==> src/rtl/servant_acc_pkg.sv <==
// Shared types and constants for the servant accelerator bridge.
// Holds the bridge FSM state set and the word/lane geometry.
package servant_acc_pkg;

  typedef enum logic [2:0] {
    IDLE     = 3'd0,
    RD_WAIT  = 3'd1,
    RMW_WAIT = 3'd2,
    WRITE    = 3'd3,
    ACK      = 3'd4
  } state_t;

  localparam int         ACC_DW   = 32;
  localparam int         LANES    = ACC_DW / 8;
  localparam int         CNT_W    = 4;
  localparam logic [3:0] SEL_FULL = 4'hF;
  localparam logic [3:0] SEL_NONE = 4'h0;

endpackage

==> src/rtl/servant_byte_merge.sv <==
// Byte-lane merge: each lane takes new data where sel is set, old data otherwise.
// Purely combinational so it can sit on any read-modify-write path.
module servant_byte_merge
  import servant_acc_pkg::*;
(
  input  logic [ACC_DW-1:0] old_dat,
  input  logic [ACC_DW-1:0] new_dat,
  input  logic [LANES-1:0]  sel,
  output logic [ACC_DW-1:0] merged
);

  // per-lane select between old and new bytes
  always_comb begin
    merged = old_dat;
    for (int i = 0; i < LANES; i++) begin
      if (sel[i]) begin
        merged[8*i +: 8] = new_dat[8*i +: 8];
      end else begin
        merged[8*i +: 8] = old_dat[8*i +: 8];
      end
    end
  end

endmodule

==> src/rtl/servant_acc_bridge.sv <==
// Wishbone classic responder for the matrix accelerator window.
// Reads wait a fixed latency; partial-lane writes become read-modify-write.
module servant_acc_bridge
  import servant_acc_pkg::*;
#(
  parameter int ADR_WIDTH    = 13,
  parameter int READ_LATENCY = 1
) (
  input  logic                 i_clk,
  input  logic                 i_rst,
  input  logic [ADR_WIDTH-1:0] i_wb_adr,
  input  logic [ACC_DW-1:0]    i_wb_dat,
  input  logic [3:0]           i_wb_sel,
  input  logic                 i_wb_we,
  input  logic                 i_wb_cyc,
  output logic [ACC_DW-1:0]    o_wb_rdt,
  output logic                 o_wb_ack,
  output logic [ADR_WIDTH-1:0] o_acc_adr,
  output logic [ACC_DW-1:0]    o_acc_dat,
  output logic                 o_acc_we,
  input  logic [ACC_DW-1:0]    i_acc_rdt,
  output logic                 o_busy
);

  localparam logic [CNT_W-1:0] LAT_INIT = CNT_W'(READ_LATENCY);
  localparam logic [CNT_W-1:0] CNT_ZERO = {CNT_W{1'b0}};

  state_t                 state_r;
  state_t                 state_s;
  logic [CNT_W-1:0]       cnt_r;
  logic [ACC_DW-1:0]      dat_r;
  logic [3:0]             sel_r;
  logic [ACC_DW-1:0]      merged_s;
  logic [ACC_DW-1:0]      wb_rdt_r;
  logic                   wb_ack_r;
  logic [ADR_WIDTH-1:0]   acc_adr_r;
  logic [ACC_DW-1:0]      acc_dat_r;
  logic                   acc_we_r;
  logic                   busy_r;
  logic                   cnt_done_s;

  assign cnt_done_s = (cnt_r == CNT_ZERO);

  servant_byte_merge u_merge (
    .old_dat (i_acc_rdt),
    .new_dat (dat_r),
    .sel     (sel_r),
    .merged  (merged_s)
  );

  // next-state decode; a dropped cyc only aborts while still waiting on the accelerator
  always_comb begin
    state_s = state_r;
    case (state_r)
      IDLE: begin
        if (i_wb_cyc) begin
          if (i_wb_we) begin
            if (i_wb_sel == SEL_FULL) begin
              state_s = WRITE;
            end else if (i_wb_sel == SEL_NONE) begin
              state_s = ACK;
            end else begin
              state_s = RMW_WAIT;
            end
          end else begin
            state_s = RD_WAIT;
          end
        end else begin
          state_s = IDLE;
        end
      end
      RD_WAIT: begin
        if (!i_wb_cyc) begin
          state_s = IDLE;
        end else if (cnt_done_s) begin
          state_s = ACK;
        end else begin
          state_s = RD_WAIT;
        end
      end
      RMW_WAIT: begin
        if (!i_wb_cyc) begin
          state_s = IDLE;
        end else if (cnt_done_s) begin
          state_s = WRITE;
        end else begin
          state_s = RMW_WAIT;
        end
      end
      WRITE:   state_s = ACK;
      ACK:     state_s = IDLE;
      default: state_s = IDLE;
    endcase
  end

  // state register and strobes, all registered from the next state
  always_ff @(posedge i_clk) begin
    if (i_rst) begin
      state_r  <= IDLE;
      wb_ack_r <= 1'b0;
      acc_we_r <= 1'b0;
      busy_r   <= 1'b0;
    end else begin
      state_r  <= state_s;
      wb_ack_r <= (state_s == ACK);
      acc_we_r <= (state_s == WRITE);
      busy_r   <= (state_s != IDLE);
    end
  end

  // request capture, latency counter and accelerator/wishbone data registers
  always_ff @(posedge i_clk) begin
    if (i_rst) begin
      cnt_r     <= CNT_ZERO;
      dat_r     <= {ACC_DW{1'b0}};
      sel_r     <= 4'h0;
      wb_rdt_r  <= {ACC_DW{1'b0}};
      acc_adr_r <= {ADR_WIDTH{1'b0}};
      acc_dat_r <= {ACC_DW{1'b0}};
    end else begin
      case (state_r)
        IDLE: begin
          if (i_wb_cyc) begin
            acc_adr_r <= i_wb_adr;
            dat_r     <= i_wb_dat;
            sel_r     <= i_wb_sel;
            cnt_r     <= LAT_INIT;
            if (i_wb_we && (i_wb_sel == SEL_FULL)) begin
              acc_dat_r <= i_wb_dat;
            end
          end
        end
        RD_WAIT: begin
          if (!cnt_done_s) begin
            cnt_r <= cnt_r - 4'd1;
          end else if (i_wb_cyc) begin
            wb_rdt_r <= i_acc_rdt;
          end
        end
        RMW_WAIT: begin
          if (!cnt_done_s) begin
            cnt_r <= cnt_r - 4'd1;
          end else if (i_wb_cyc) begin
            acc_dat_r <= merged_s;
          end
        end
        default: begin
          cnt_r <= cnt_r;
        end
      endcase
    end
  end

  assign o_wb_rdt  = wb_rdt_r;
  assign o_wb_ack  = wb_ack_r;
  assign o_acc_adr = acc_adr_r;
  assign o_acc_dat = acc_dat_r;
  assign o_acc_we  = acc_we_r;
  assign o_busy    = busy_r;

endmodule
==> config.mk <==
export PLATFORM = sky130hd
export DESIGN_NAME = servant_acc_bridge
export DESIGN_NICKNAME = d
export VERILOG_FILES = /design/src/rtl/servant_acc_pkg.sv /design/src/rtl/servant_byte_merge.sv /design/src/rtl/servant_acc_bridge.sv
export SDC_FILE = /design/constraint.sdc
export NUM_CORES = 1
export LEC_CHECK = 0
export ABC_AREA = 1
export BUFFER_PORTS_ARGS = -buffer_cell sky130_fd_sc_hd__buf_4
export CAP_MARGIN = 10
export CORE_MARGIN = 4
export CORE_UTILIZATION = 51
export CTS_CLUSTER_DIAMETER = 150
export DETAILED_ROUTE_END_ITERATION = 8
export PLACE_DENSITY_LB_ADDON = 0.12
export RECOVER_POWER = 25
export SLEW_MARGIN = 0
export SYNTH_ARGS = -nofsm -noshare
export SYNTH_HDL_FRONTEND = slang
export SYNTH_HIERARCHICAL = 1
export SYNTH_SLANG_ARGS = --single-unit
==> constraint.sdc <==
create_clock -name i_clk -period 2.05 [get_ports i_clk]
set_clock_uncertainty 0.1 [all_clocks]
set_input_delay 0.41 -clock i_clk [delete_from_list [all_inputs] [get_ports i_clk]]
set_output_delay 0.41 -clock i_clk [all_outputs]
set_load 0.05 [all_outputs]
Yosys cells after proc, flatten, opt, wreduce, memory -nomap -nowiden
Index checks and enable logic that the tools add are counted.
{"block": "totals", "regBits": 123, "out_inout_bits": 80, "word_cells": 55}
{"block": "classes", "add_sub_neg": 1, "eq_ne": 11, "mux": 21, "n_reduce_logical": 12}
{"operator": "32-bit 2-to-1 mux", "count": 4}
{"operator": "32-bit one-hot mux with 2 select lines", "count": 1}
{"operator": "8-bit 2-to-1 mux", "count": 4}
{"operator": "3-bit 2-to-1 mux", "count": 6}
{"operator": "3-bit one-hot mux with 4 select lines", "count": 1}
{"operator": "2-bit != test (second input constant)", "count": 5}
{"operator": "3-bit by 2-bit == test with 1-bit output (second input constant)", "count": 3}
{"operator": "4-bit zero test", "count": 2}
{"operator": "4-bit 2-to-1 mux", "count": 2}
{"operator": "4-bit one-hot mux with 2 select lines", "count": 1}
{"operator": "3-bit AND reduction", "count": 2}
{"operator": "5-bit AND reduction", "count": 1}
{"operator": "4-bit == test (second input constant)", "count": 1}
{"operator": "2-bit nonzero test", "count": 2}
{"operator": "4-bit by 1-bit subtractor with 4-bit output (second input constant)", "count": 1}
{"operator": "3-bit by 1-bit == test with 1-bit output (second input constant)", "count": 1}
{"operator": "3-bit == test (second input constant)", "count": 1}
{"operator": "3-bit zero test", "count": 1}
{"operator": "3-bit nonzero test", "count": 1}
{"operator": "2-bit 2-to-1 mux", "count": 1}
{"operator": "2-bit AND reduction", "count": 1}
{"operator": "2-bit OR reduction", "count": 1}
{"operator": "1-bit logical AND", "count": 1}
{"operator": "1-bit 2-to-1 mux", "count": 1}

Longest topological paths before layout
Gate-level depths: netlist of run 1.
{"block": "depth", "depth_word": 7, "ltp_mapped": 9, "depth_no_buf": 9}

Hierarchy
Netlist of run 1, hierarchy kept.
{"mod": "servant_acc_bridge", "instances": 1, "cells_each": 687, "area_per_inst_um2": 4899.7, "seq_area_each_um2": 2462.4}
{"mod": "servant_byte_merge", "instances": 1, "cells_each": 104, "area_per_inst_um2": 420.4, "seq_area_each_um2": 0.0}

Least setup slack after synthesis of run 1
OpenSTA, ideal clock, no wires.
{"block": "synth_path", "path_kind": "reg-to-reg", "from": "register cnt_r[0]", "to": "register wb_rdt_r[23], in the netlist o_wb_rdt[23]", "arrival_ps": 1290, "required_time_ps": 1834, "path_slack_ps": 544, "stages_incl_launch_ff": 9, "synth_period_minus_slack_ps": 1506, "cell_sequence": "dfxtp_1 > inv_1 > ha_1 > nand2_1 > nor2_2 > nand2_2 > clkbuf_1 > o21ai_0 > nor2_1"}
{"block": "synth_between", "elab_chain_len": 2}
{"item": "start, declared", "line_no": "servant_acc_bridge.sv:30", "text": "logic [CNT_W-1:0] cnt_r;"}
{"item": "start signal, assigned", "line_no": "servant_acc_bridge.sv:135", "text": "cnt_r <= cnt_r - 4'd1;"}
{"item": "start signal, assigned", "line_no": "servant_acc_bridge.sv:142", "text": "cnt_r <= cnt_r - 4'd1;"}
{"item": "start signal, assigned", "line_no": "servant_acc_bridge.sv:148", "text": "cnt_r <= cnt_r;"}
{"item": "4-bit zero test", "line_no": "servant_acc_bridge.sv:42", "text": "assign cnt_done_s = (cnt_r == CNT_ZERO);"}
{"item": "3-bit AND reduction (no source line)"}
{"item": "end signal, assigned", "line_no": "servant_acc_bridge.sv:117", "text": "wb_rdt_r <= {ACC_DW{1'b0}};"}
{"item": "end signal, assigned", "line_no": "servant_acc_bridge.sv:137", "text": "wb_rdt_r <= i_acc_rdt;"}
{"item": "end, declared", "line_no": "servant_acc_bridge.sv:34", "text": "logic [ACC_DW-1:0] wb_rdt_r;"}
No other way between the ends.
A chain may end at the register's enable or synchronous reset.

Worst setup path in the final report of run 1
{"block": "layout_path", "from": "register acc_dat_r[29], in the netlist o_acc_dat[29]", "to": "output port o_acc_dat[29]"}
{"item": "start, declared", "line_no": "servant_acc_bridge.sv:37", "text": "logic [ACC_DW-1:0] acc_dat_r;"}
{"item": "start signal, assigned", "line_no": "servant_acc_bridge.sv:119", "text": "acc_dat_r <= {ACC_DW{1'b0}};"}
{"item": "start signal, assigned", "line_no": "servant_acc_bridge.sv:129", "text": "acc_dat_r <= i_wb_dat;"}
{"item": "start signal, assigned", "line_no": "servant_acc_bridge.sv:144", "text": "acc_dat_r <= merged_s;"}
{"item": "end, declared", "line_no": "servant_acc_bridge.sv:19", "text": "output logic [ACC_DW-1:0] o_acc_dat,"}
No word-level cell between the ends.

==> key figures, run 1 <==
Run
  • Max-Cap Viols: 0

Status
  • Run status: finished clean

CTS
  • Hold_buf cts: 0
  • Root buf cell: clkbuf_8
  • CTS Buf Count: 17
  • Clk buf depth: 2
  • CTS tree: yes
  • Number of setup buffers added after CTS: 0
  • H-tree lvl count: 4
  • Clk_lat worst skew: 510 ps
  • Sink Count: between 100 and 150
  • CTS resizes: 0
  • CTS clk-pin slew, worst paths: about 60 ps

STA
  • Period utilization: approximately 90%
  • WHS: approximately 43 ps
  • Min Tclk post-route: about 1800 ps
  • Final max-slew violation count: 0
  • Least-Margin Pin Slew: ~630 ps
  • Slew headroom: about 58%
  • RSZ-0062 raised after global routing: no
  • Fmax: between 500 and 600 MHz
  • Setup Total Neg Slack: 0 ps
  • Final Setup Violations: 0
  • Final worst slack: just over 200 ps
  • Final Hold Viols: 0

Logic synthesis
  • Mapped Cells: around 790
  • Library cells used by synthesis: 20
  • Most common cell in the synthesized netlist: nand2_1
  • Number of synthesized register bits: roughly 120
  • Synth area leaders: dfxtp_1 46%, nand2_1 24%, a21oi_1 8.2%, nor2_1 5.2%, nand3_1 4.2%
  • Synthesized area: between 5000 and 6000 sq um
  • Ys flop type: dfxtp_1
  • Yosys top cell area share: around 46%
  • Post-synth EDFFs: 0
  • Fraction of the yosys area taken by sequential cells: a little under half
  • Synth top cells by count: 340 x nand2_1, 123 x dfxtp_1, 87 x a21oi_1, 73 x nor2_1, 45 x nand3_1
  • Mapped Nets: ~900
  • Post-synth top area cell: dfxtp_1
  • Syn avg cell area: 6.73 sq um
  • Yosys warns: 6
  • Synth async-reset ratio: 0%

Place
  • Half-perimeter wire length after placement: 10.2 mm
  • Pre-CTS WS: between 200 and 300 ps
  • # placed instances: about 1100
  • Placed cell areas: around 6600 sq um
  • Port Buffers: about 160
  • Routability congestion estimate: between 0.8 and 0.9

Critical path
  • CP Launch Type: flip-flop
  • Worst-path cell chain: clkbuf_1
  • Data arrival, critical path: between 1000 and 1500 ps
  • Max FO, Critical Path: 2
  • Worst Path Required: around 1500 ps
  • Crit. End Element: primary output
  • WS Path Type: flip-flop to primary output
  • Worst path max stage delay: 480 ps
  • Worst Path Buf+Inv: 1
  • CP top delay family: buffers and inverters
  • Slowest cell on the critical path: clkbuf_1

Die
  • Die Span X: about 110 microns
  • Initial Utilization: 52.0%
  • Die height: 110 microns
  • Num ports: 165
  • # rows: 37
  • Core ar.: ~10000 sq um
  • Die area: between 10000 and 15000 sq um

Route
  • First-pass iteration count of the detailed router: 5
  • # DRC: 0
  • Routed Antenna Nets: 0
  • Vias: approximately 5500
  • Routed WL: 15.4 mm
  • WL/cell: approximately 14 microns
  • DRT iter0 DRCs: 333
  • Drt via density: 5.09

Power and ir drop
  • Lkg Pwr: ~3.3 nW
  • Sequential share of power: between 30% and 40%
  • Internal power: ~0.0049 W
  • Pwr Density: just under 1000 nW/um^2
  • Power share of the combinational group: between 15 and 20%
  • Clk pwr share: between 40 and 50%
  • Peak VDD IR: approximately 0.74 mV
  • Switching Fraction: between 20 and 30%
  • Switching pwr: 0.00192 W

GRT
  • Initial antenna violation count: 0
  • Largest net degree at the start of global routing: 83
  • Vias in the first global route: about 5400
  • Grt total ovfl: 0
  • Most Crowded Layer GR: met2
  • M3 GR Usage: 8.50%
  • GRT Total Usage: between 20% and 30%
  • Grt met2 use: about 45%
  • Grt met1 use: 29.7%
  • Global-route wire length before repair: ~25 mm

Finish
  • Layout Cells excl Fill: ~1100
  • Layout cells sized above 1: 20.0%
  • Area of the multi-input gates: roughly 2500 sq um
  • Total Nets Final: just over 1000
  • Filler cells: slightly above 900
  • Post-route design area: approximately 7000 sq um
  • Layout area overhead: 32.8%
  • Reg area: 2460 sq um
  • N_diodes: 0

Hold path
  • Hold WC Path Type: primary input to flip-flop
[logic make-up (layout without fill, tap and decap cells)]
family | Yosys count | count (layout) | synth area share [%]
AND/OR/NAND/NOR | 467 | 467 | 34.9
flip-flops | 123 | 123 | 46.3
adder cells (fa/ha/maj) | 1 | 1 | 0.235
buffers and inverters | 75 | 238 | 6.70
XOR/XNOR | 1 | 1 | 0.165
AO/OA/AOI/OAI | 124 | 124 | 11.7
[sequential cells by signal (all words and copies together) (netlist names)]
signal / flops
cnt_r: 4
dat_r: 32
o_acc_adr: 13
o_acc_dat: 32
o_acc_we: 1
o_busy: 1
o_wb_ack: 1
o_wb_rdt: 32
sel_r: 4
state_r: 3
[metrics by stage]
step / util, % / power [W]
after global placement: 64.5 / 0.00378
after detailed placement: 64.5 / 0.00382
after global routing: 69.1 / 0.00707
after CTS: 70.3 / 0.00684
final: 69.1 / 0.00679
after floorplan: - / 0.00343
[layout make-up]
| type | instances | area share, % |
|---|---|---|
| tap | 136 | 2.41 |
| clock buffer | 20 | 6.02 |
| sequential | 123 | 34.8 |
| clock inverter | 12 | 2.43 |
| inverter | 28 | 1.49 |
| multi-input combinational | 593 | 35.3 |
| timing repair buffer | 178 | 17.5 |
[power groups by stage]
stage	sequential [W]	combinational [W]	clock [W]
floorplan	0.00289	0.000537	0
global placement	0.00267	0.00111	0
detailed placement	0.00268	0.00114	0
CTS	0.00263	0.00115	0.00307
global route	0.00264	0.00123	0.00319
finish	0.00263	0.00112	0.00304
[worst paths after layout]
path                                      end  depth (start not counted)  slack (ps)           from
worst max register to register  o_acc_dat[11]                          8         250       cnt_r[0]
worst min-delay path              o_wb_rdt[7]                          3          40   i_acc_rdt[7]
worst max-delay path            o_acc_dat[29]                          1         210  o_acc_dat[29]
worst min register to register       dat_r[2]                          2         360       dat_r[2]
[cell usage in the layout (no fill, tap or decap)]
cell type,Yosys,final
bufinv_16,0,4
inv_2,10,9
ha_1,1,1
clkbuf_1,21,35
inv_1,18,19
nand2_4,1,1
nor2_1,73,74
clkbuf_2,0,1
clkinv_2,0,4
buf_4,0,143
inv_6,0,1
clkbuf_16,0,16
dfxtp_1,123,123
nand2_1,340,340
buf_12,0,2
nor2_2,3,2
a21oi_1,87,87
nand3_1,45,46
nand2_2,1,1
xor2_1,1,1
clkinvlp_4,0,3
nand3_4,1,1
nand3_2,3,2
clkbuf_8,0,1
o21ai_1,13,13
o21ai_0,24,24
[layer usage]
metal / wire length [microns] / vias up
met2: 7590 / 225
met5: 0 / -
met1: 6160 / 2507
met4: 168 / 0
li1: - / 2797
met3: 1460 / 18
No activity file was read; power rests on OpenSTA's default activity.
==> inputs of run 2 (changes only) <==
CORE_MARGIN = unset   (was 4)
CORE_UTILIZATION = 50   (was 51)
==> run 2 against run 1 <==
Net effect:
- first-iteration DRC count down 1.2%
- final cell count increased by 0.18%
- register-to-register slack lost 30 ps
- count of clock-buffer cells in the layout increased by 6
- hold slack got worse by 7.8 ps
==> key figures, run 2 (same netlist as run 1, synthesis figures left out) <==
Die
  • Num ports: 165 (unchanged)
  • Core ar.: 10300 sq um (+0.91%)
  • Die Span X: 105 microns (-4.5%)
  • Initial Utilization: 51.5% (-0.47 points)
  • Die area: 11100 sq um (-8.8%)
  • # rows: 37 (unchanged)
  • Die height: 105 microns (-4.5%)

STA
  • Setup Total Neg Slack: 0 ps (unchanged)
  • Fmax: 537 MHz (-0.98%)
  • Slew headroom: 40.5% (-18 points)
  • Final max-slew violation count: 0 (unchanged)
  • Final Setup Violations: 0 (unchanged)
  • Least-Margin Pin Slew: 893 ps (+266 ps)
  • Period utilization: 90.8% (+0.89 points)
  • Min Tclk post-route: 1860 ps (+18.3 ps)
  • Final Hold Viols: 0 (unchanged)
  • Final worst slack: 189 ps (-18.3 ps)
  • RSZ-0062 raised after global routing: no

GRT
  • GRT Total Usage: 27.7% (+2.0 points)
  • Vias in the first global route: 5258 (-3.2%)
  • Grt total ovfl: 0 (unchanged)
  • Global-route wire length before repair: 24.3 mm (-0.82%)
  • Largest net degree at the start of global routing: 83 (unchanged)
  • Initial antenna violation count: 0 (unchanged)

Place
  • Pre-CTS WS: 165 ps (-122 ps)
  • Routability congestion estimate: 0.822 (+0.69%)
  • # placed instances: 1058 (unchanged)
  • Port Buffers: 164 (unchanged)
  • Half-perimeter wire length after placement: 10.0 mm (-2.0%)

Critical path
  • Worst-path cell chain: clkbuf_1
  • Worst Path Buf+Inv: 1 (unchanged)
  • Worst path max stage delay: 500 ps (+20 ps)
  • Worst path depth: 1 (unchanged)
  • Data arrival, critical path: 1350 ps (+20 ps)
  • Worst reg2reg setup slack: 220 ps (-30 ps)
  • RR Endpoint: dat_r[7]
  • Cells on worst reg2reg path: 5 (-3)
  • Crit path from: o_acc_dat[1]
  • Reg2reg start: state_r[1]
  • Max FO, Critical Path: 2 (unchanged)
  • WS Path Type: flip-flop to primary output
  • CP top delay family: buffers and inverters
  • CP Launch Type: flip-flop
  • Crit. End Element: primary output
  • Slowest cell on the critical path: clkbuf_1
  • Worst Path Required: 1540 ps (about the same)
  • Worst Setup EP: o_acc_dat[1]

Finish
  • Layout Cells excl Fill: 1092 (+0.18%)
  • Total Nets Final: 1029 (+0.19%)
  • Commonest non-fill, non-tap cell in the layout: nand2_1
  • Layout cells sized above 1: 19.9% (-0.15 points)
  • Reg area: 2460 sq um (unchanged)
  • Commonest cells after routing, fill and taps aside: 341 x nand2_1, 144 x buf_4, 123 x dfxtp_1
  • N_diodes: 0 (unchanged)
  • Filler cells: 917 (+1.1%)
  • Layout area overhead: 32.2%
  • Area of the multi-input gates: 2500 sq um (+0.45%)

Route
  • WL/cell: 13.5 microns (-4.5%)
  • Routed Antenna Nets: 0 (unchanged)
  • Vias: 5597 (+0.90%)
  • Drt via density: 5.13 (+0.72%)
  • First-pass iteration count of the detailed router: 5 (unchanged)
  • DRT iter0 DRCs: 329 (-1.2%)
  • # DRC: 0 (unchanged)
  • Routed WL: 14.7 mm (-4.3%)

Power and ir drop
  • Switching Fraction: 28.9% (+0.58 points)
  • Power share of the combinational group: 17.3% (+0.8 points)
  • Clk pwr share: 42.1% (-2.7 points)
  • Sequential share of power: 40.6% (+1.9 points)
  • Internal power: 0.00460 W (-5.5%)
  • Peak VDD IR: 0.511 mV (-30%)
  • Lkg Pwr: 3.23 nW (-0.68%)
  • Switching pwr: 0.00187 W (-2.7%)
  • Pwr Density: 920 nW/um^2 (-4.2%)

CTS
  • CTS clk-pin slew, worst paths: 60 ps (about the same)
  • CTS tree: yes
  • Clk_lat worst skew: 520 ps (about the same)
  • Sink Count: 123 (unchanged)
  • CTS Buf Count: 17 (unchanged)
  • Hold_buf cts: 0 (unchanged)
  • Root buf cell: clkbuf_8
  • H-tree lvl count: 4 (unchanged)
  • Clk buf depth: 2 (unchanged)

Hold path
  • Hold WC Path Type: primary input to flip-flop

Run
  • Max-Cap Viols: 0 (unchanged)

Status
  • Run status: finished clean
==> run 2: cell count changes in the layout (fill, tap and decap cells not counted), moves of 2 or more <==
cell / delta
clkbuf_1: +4
clkinv_2: -2
bufinv_16: -3
clkbuf_8: +3
==> run 2: area by class of cell <==
| type | instances | share of cell area (%) |
|---|---|---|
| inverters | 28 | 1.49 |
| repair buffers | 180 | 17.8 |
| well taps | 136 | 2.42 |
| clock buffers | 26 | 6.80 |
| multi-input cells | 593 | 35.6 |
| flip-flops and latches | 123 | 35.0 |
| clock inverters | 6 | 0.890 |
==> run 2: power by group through the flow <==
stage	sequential [W]	combinational, W	clock (W)
2_1_floorplan	0.00289	0.000537	0
3_3_place_gp	0.00267	0.00111	0
3_5_place_dp	0.00268	0.00114	0
4_1_cts	0.00263	0.00115	0.00275
5_1_grt	0.00264	0.00124	0.00286
6_report	0.00263	0.00112	0.00272
==> run 2: metal layers <==
layer,part of all wire [%],track usage [%],vias to the layer above,routed length (microns)
li1,-,-,2805,-
met1,43,33.1,2563,6270
met2,48,47.4,210,7060
met3,7.8,6.80,19,1140
met4,1.7,11.7,0,250
met5,0,0,-,0
==> run 2: worst min-delay path by stage <==
| stage | depth (start not counted) | slack [ps] | start | endpoint |
|---|---|---|---|---|
| 4_1_cts | 3 | 20 | i_acc_rdt[4] | o_wb_rdt[4] |
| 3_3_place_gp | 2 | 350 | dat_r[31] | dat_r[31] |
| 3_5_place_dp | 2 | 360 | dat_r[6] | dat_r[6] |
| 6_report | 3 | 40 | i_acc_rdt[5] | o_wb_rdt[5] |
| 5_1_grt | 3 | 30 | i_acc_rdt[10] | o_wb_rdt[10] |
| 2_1_floorplan | 2 | 350 | dat_r[0] | dat_r[0] |
==> run 2: metrics by stage <==
stage / power [W] / hold WS [ps] / instance area (sq um) / utilization, %
floorplan: 0.00343 / 345 / 5320 / -
global placement: 0.00378 / 352 / 6600 / 63.9
detailed placement: 0.00381 / 356 / 6600 / 63.9
CTS: 0.00653 / 20.6 / 7140 / 69.2
global route: 0.00674 / 28.5 / 7030 / 68.1
finish: 0.00647 / 35.2 / 7030 / 68.1
==> run 2: timing repair <==
action,CTS,global route
resized for setup,0,1
endpoints found under the setup margin,0,32
setup buffers,0,2
==> inputs of run 3 (changes only) <==
SETUP_SLACK_MARGIN = 0.2   (was unset)
==> run 3 against run 2 <==
Net effect:
- sequential cell count is the same
- setup slack lost 1.6 ps
- power grew 0.20%
- clock power is essentially flat
- critical path depth is the same
- wire length grew 1.8%
- via count grew 0.18%
- hold slack gained 1.8 ps
- cell area grew 0.30%
- fmax is essentially flat
- non-clock buffer count shrank 1
- first-iteration DRC count grew 9.1%
- critical path type unchanged
- largest cell class unchanged
- largest power group unchanged
==> key figures, run 3 (same netlist as run 1, synthesis figures left out) <==
CTS
  • CTS tree: yes
  • CTS clk-pin slew, worst paths: 60 ps (about the same)
  • CTS Buf Count: 17 (unchanged)
  • Hold_buf cts: 0 (unchanged)
  • H-tree lvl count: 4 (unchanged)
  • Clk_lat worst skew: 520 ps (about the same)
  • Sink Count: 123 (unchanged)
  • Root buf cell: clkbuf_8
  • Clk buf depth: 2 (unchanged)

Critical path
  • Worst Path Buf+Inv: 1 (unchanged)
  • Worst path max stage delay: 500 ps (about the same)
  • Crit. End Element: primary output
  • Max FO, Critical Path: 2 (unchanged)
  • WS Path Type: flip-flop to primary output
  • Worst Path Required: 1540 ps (about the same)
  • Worst-path cell chain: clkbuf_1
  • Data arrival, critical path: 1350 ps (about the same)
  • CP top delay family: buffers and inverters
  • CP Launch Type: flip-flop
  • Slowest cell on the critical path: clkbuf_1

STA
  • Final max-slew violation count: 0 (unchanged)
  • Final Setup Violations: 0 (unchanged)
  • Min Tclk post-route: 1860 ps (+1.63 ps)
  • Setup Total Neg Slack: 0 ps (unchanged)
  • Final Hold Viols: 0 (unchanged)
  • Final worst slack: 187 ps (-1.63 ps)
  • Fmax: 537 MHz (about the same)
  • Slew headroom: 41.9% (+1.5 points)
  • WHS: 37.0 ps (+1.79 ps)
  • RSZ-0062 raised after global routing: no
  • Least-Margin Pin Slew: 871 ps (-21.8 ps)
  • Period utilization: 90.9% (about the same)

GRT
  • Largest net degree at the start of global routing: 83 (unchanged)
  • Vias in the first global route: 5258 (unchanged)
  • Grt total ovfl: 0 (unchanged)
  • Initial antenna violation count: 0 (unchanged)
  • Global-route wire length before repair: 24.3 mm (unchanged)
  • GRT Total Usage: 27.7% (unchanged)

Place
  • Pre-CTS WS: 165 ps (unchanged)
  • Port Buffers: 164 (unchanged)
  • Routability congestion estimate: 0.822 (unchanged)
  • Half-perimeter wire length after placement: 10.0 mm (unchanged)
  • # placed instances: 1058 (unchanged)

Route
  • Vias: 5607 (+0.18%)
  • Drt via density: 5.13 (+0.18%)
  • WL/cell: 13.7 microns (+1.8%)
  • DRT iter0 DRCs: 359 (+9.1%)
  • Routed Antenna Nets: 0 (unchanged)
  • # DRC: 0 (unchanged)
  • Routed WL: 15.0 mm (+1.8%)
  • First-pass iteration count of the detailed router: 5 (unchanged)

Power and ir drop
  • Peak VDD IR: 0.512 mV (+0.14%)
  • Lkg Pwr: 3.24 nW (+0.29%)
  • Tot Pwr: 0.00648 W (+0.20%)
  • Pwr Density: 919 nW/um^2 (-0.10%)

Die
  • Die Span X: 105 microns (unchanged)
  • # rows: 37 (unchanged)
  • Die area: 11100 sq um (unchanged)
  • Initial Utilization: 51.5% (unchanged)
  • Core ar.: 10300 sq um (unchanged)
  • Die height: 105 microns (unchanged)
  • Num ports: 165 (unchanged)

Finish
  • Layout cells sized above 1: 19.9% (unchanged)
  • N_diodes: 0 (unchanged)
  • Layout area overhead: 32.6%
  • Layout Cells excl Fill: 1092 (unchanged)
  • Commonest cells after routing, fill and taps aside: 341 x nand2_1, 142 x buf_4, 123 x dfxtp_1
  • Total Nets Final: 1029 (unchanged)
  • Filler cells: 915 (-0.22%)
  • Commonest non-fill, non-tap cell in the layout: nand2_1

Status
  • Run status: finished clean

Run
  • Max-Cap Viols: 0 (unchanged)

Hold path
  • Hold WC Path Type: primary input to flip-flop
## run 3: changes by cell type in the layout (fill, tap and decap cells not counted), sizes merged
cell   delta
buf       -1
nand2     +1
## run 3: where the power goes
part	internal [W]	total (W)	switching [W]	leakage, nW
sequential	0.00253	0.00263	0.0000965	1.00
combinational	0.000377	0.00113	0.000758	1.98
clock	0.00170	0.00272	0.00102	0.255
total	0.00461	0.00648	0.00188	3.24
## run 3: what timing repair did
item,CTS,global route
setup endpoints to repair,32,62
gates resized for setup,2,7
pin swaps,0,2
setup buffers,0,1
cloned,0,1
## run 3: area by class of cell
cell class,count,area (sq um),area share (%)
Multi-Input combinational cell,594,2520,35.7
Sequential cell,123,2460,34.9
Timing Repair Buffer,179,1250,17.8
Clock buffer,26,478,6.78
Tap cell,136,170,2.41
Inverter,28,108,1.53
Clock inverter,6,62.6,0.887
## run 3: path summary, 6_finish.rpt
path | end | slack, ps | cells after the start | from
min | o_wb_rdt[5] | 40 | 3 | i_acc_rdt[5]
min reg2reg | o_acc_adr[10] | 360 | 2 | o_acc_adr[10]
max | o_acc_dat[1] | 190 | 1 | o_acc_dat[1]
max reg2reg | o_wb_rdt[1] | 330 | 9 | cnt_r[0]
## run 3: stage by stage
| stage | util, % | area (sq um) |
|---|---|---|
| 6_report | 68.3 | 7050 |
| 5_1_grt | 68.3 | 7050 |
| 4_1_cts | 69.3 | 7150 |
| 3_5_place_dp | 63.9 | 6600 |
| 3_3_place_gp | 63.9 | 6600 |
| 2_1_floorplan | - | 5320 |
## run 3: routing by layer
layer | routed length [microns] | track usage, % | part of all wire (%) | vias to the layer above
li1 | - | - | - | 2803
met1 | 6320 | 33.1 | 42 | 2549
met2 | 7200 | 47.4 | 48 | 235
met3 | 1230 | 6.80 | 8.2 | 20
met4 | 231 | 11.7 | 1.5 | 0
met5 | 0 | 0 | 0 | -
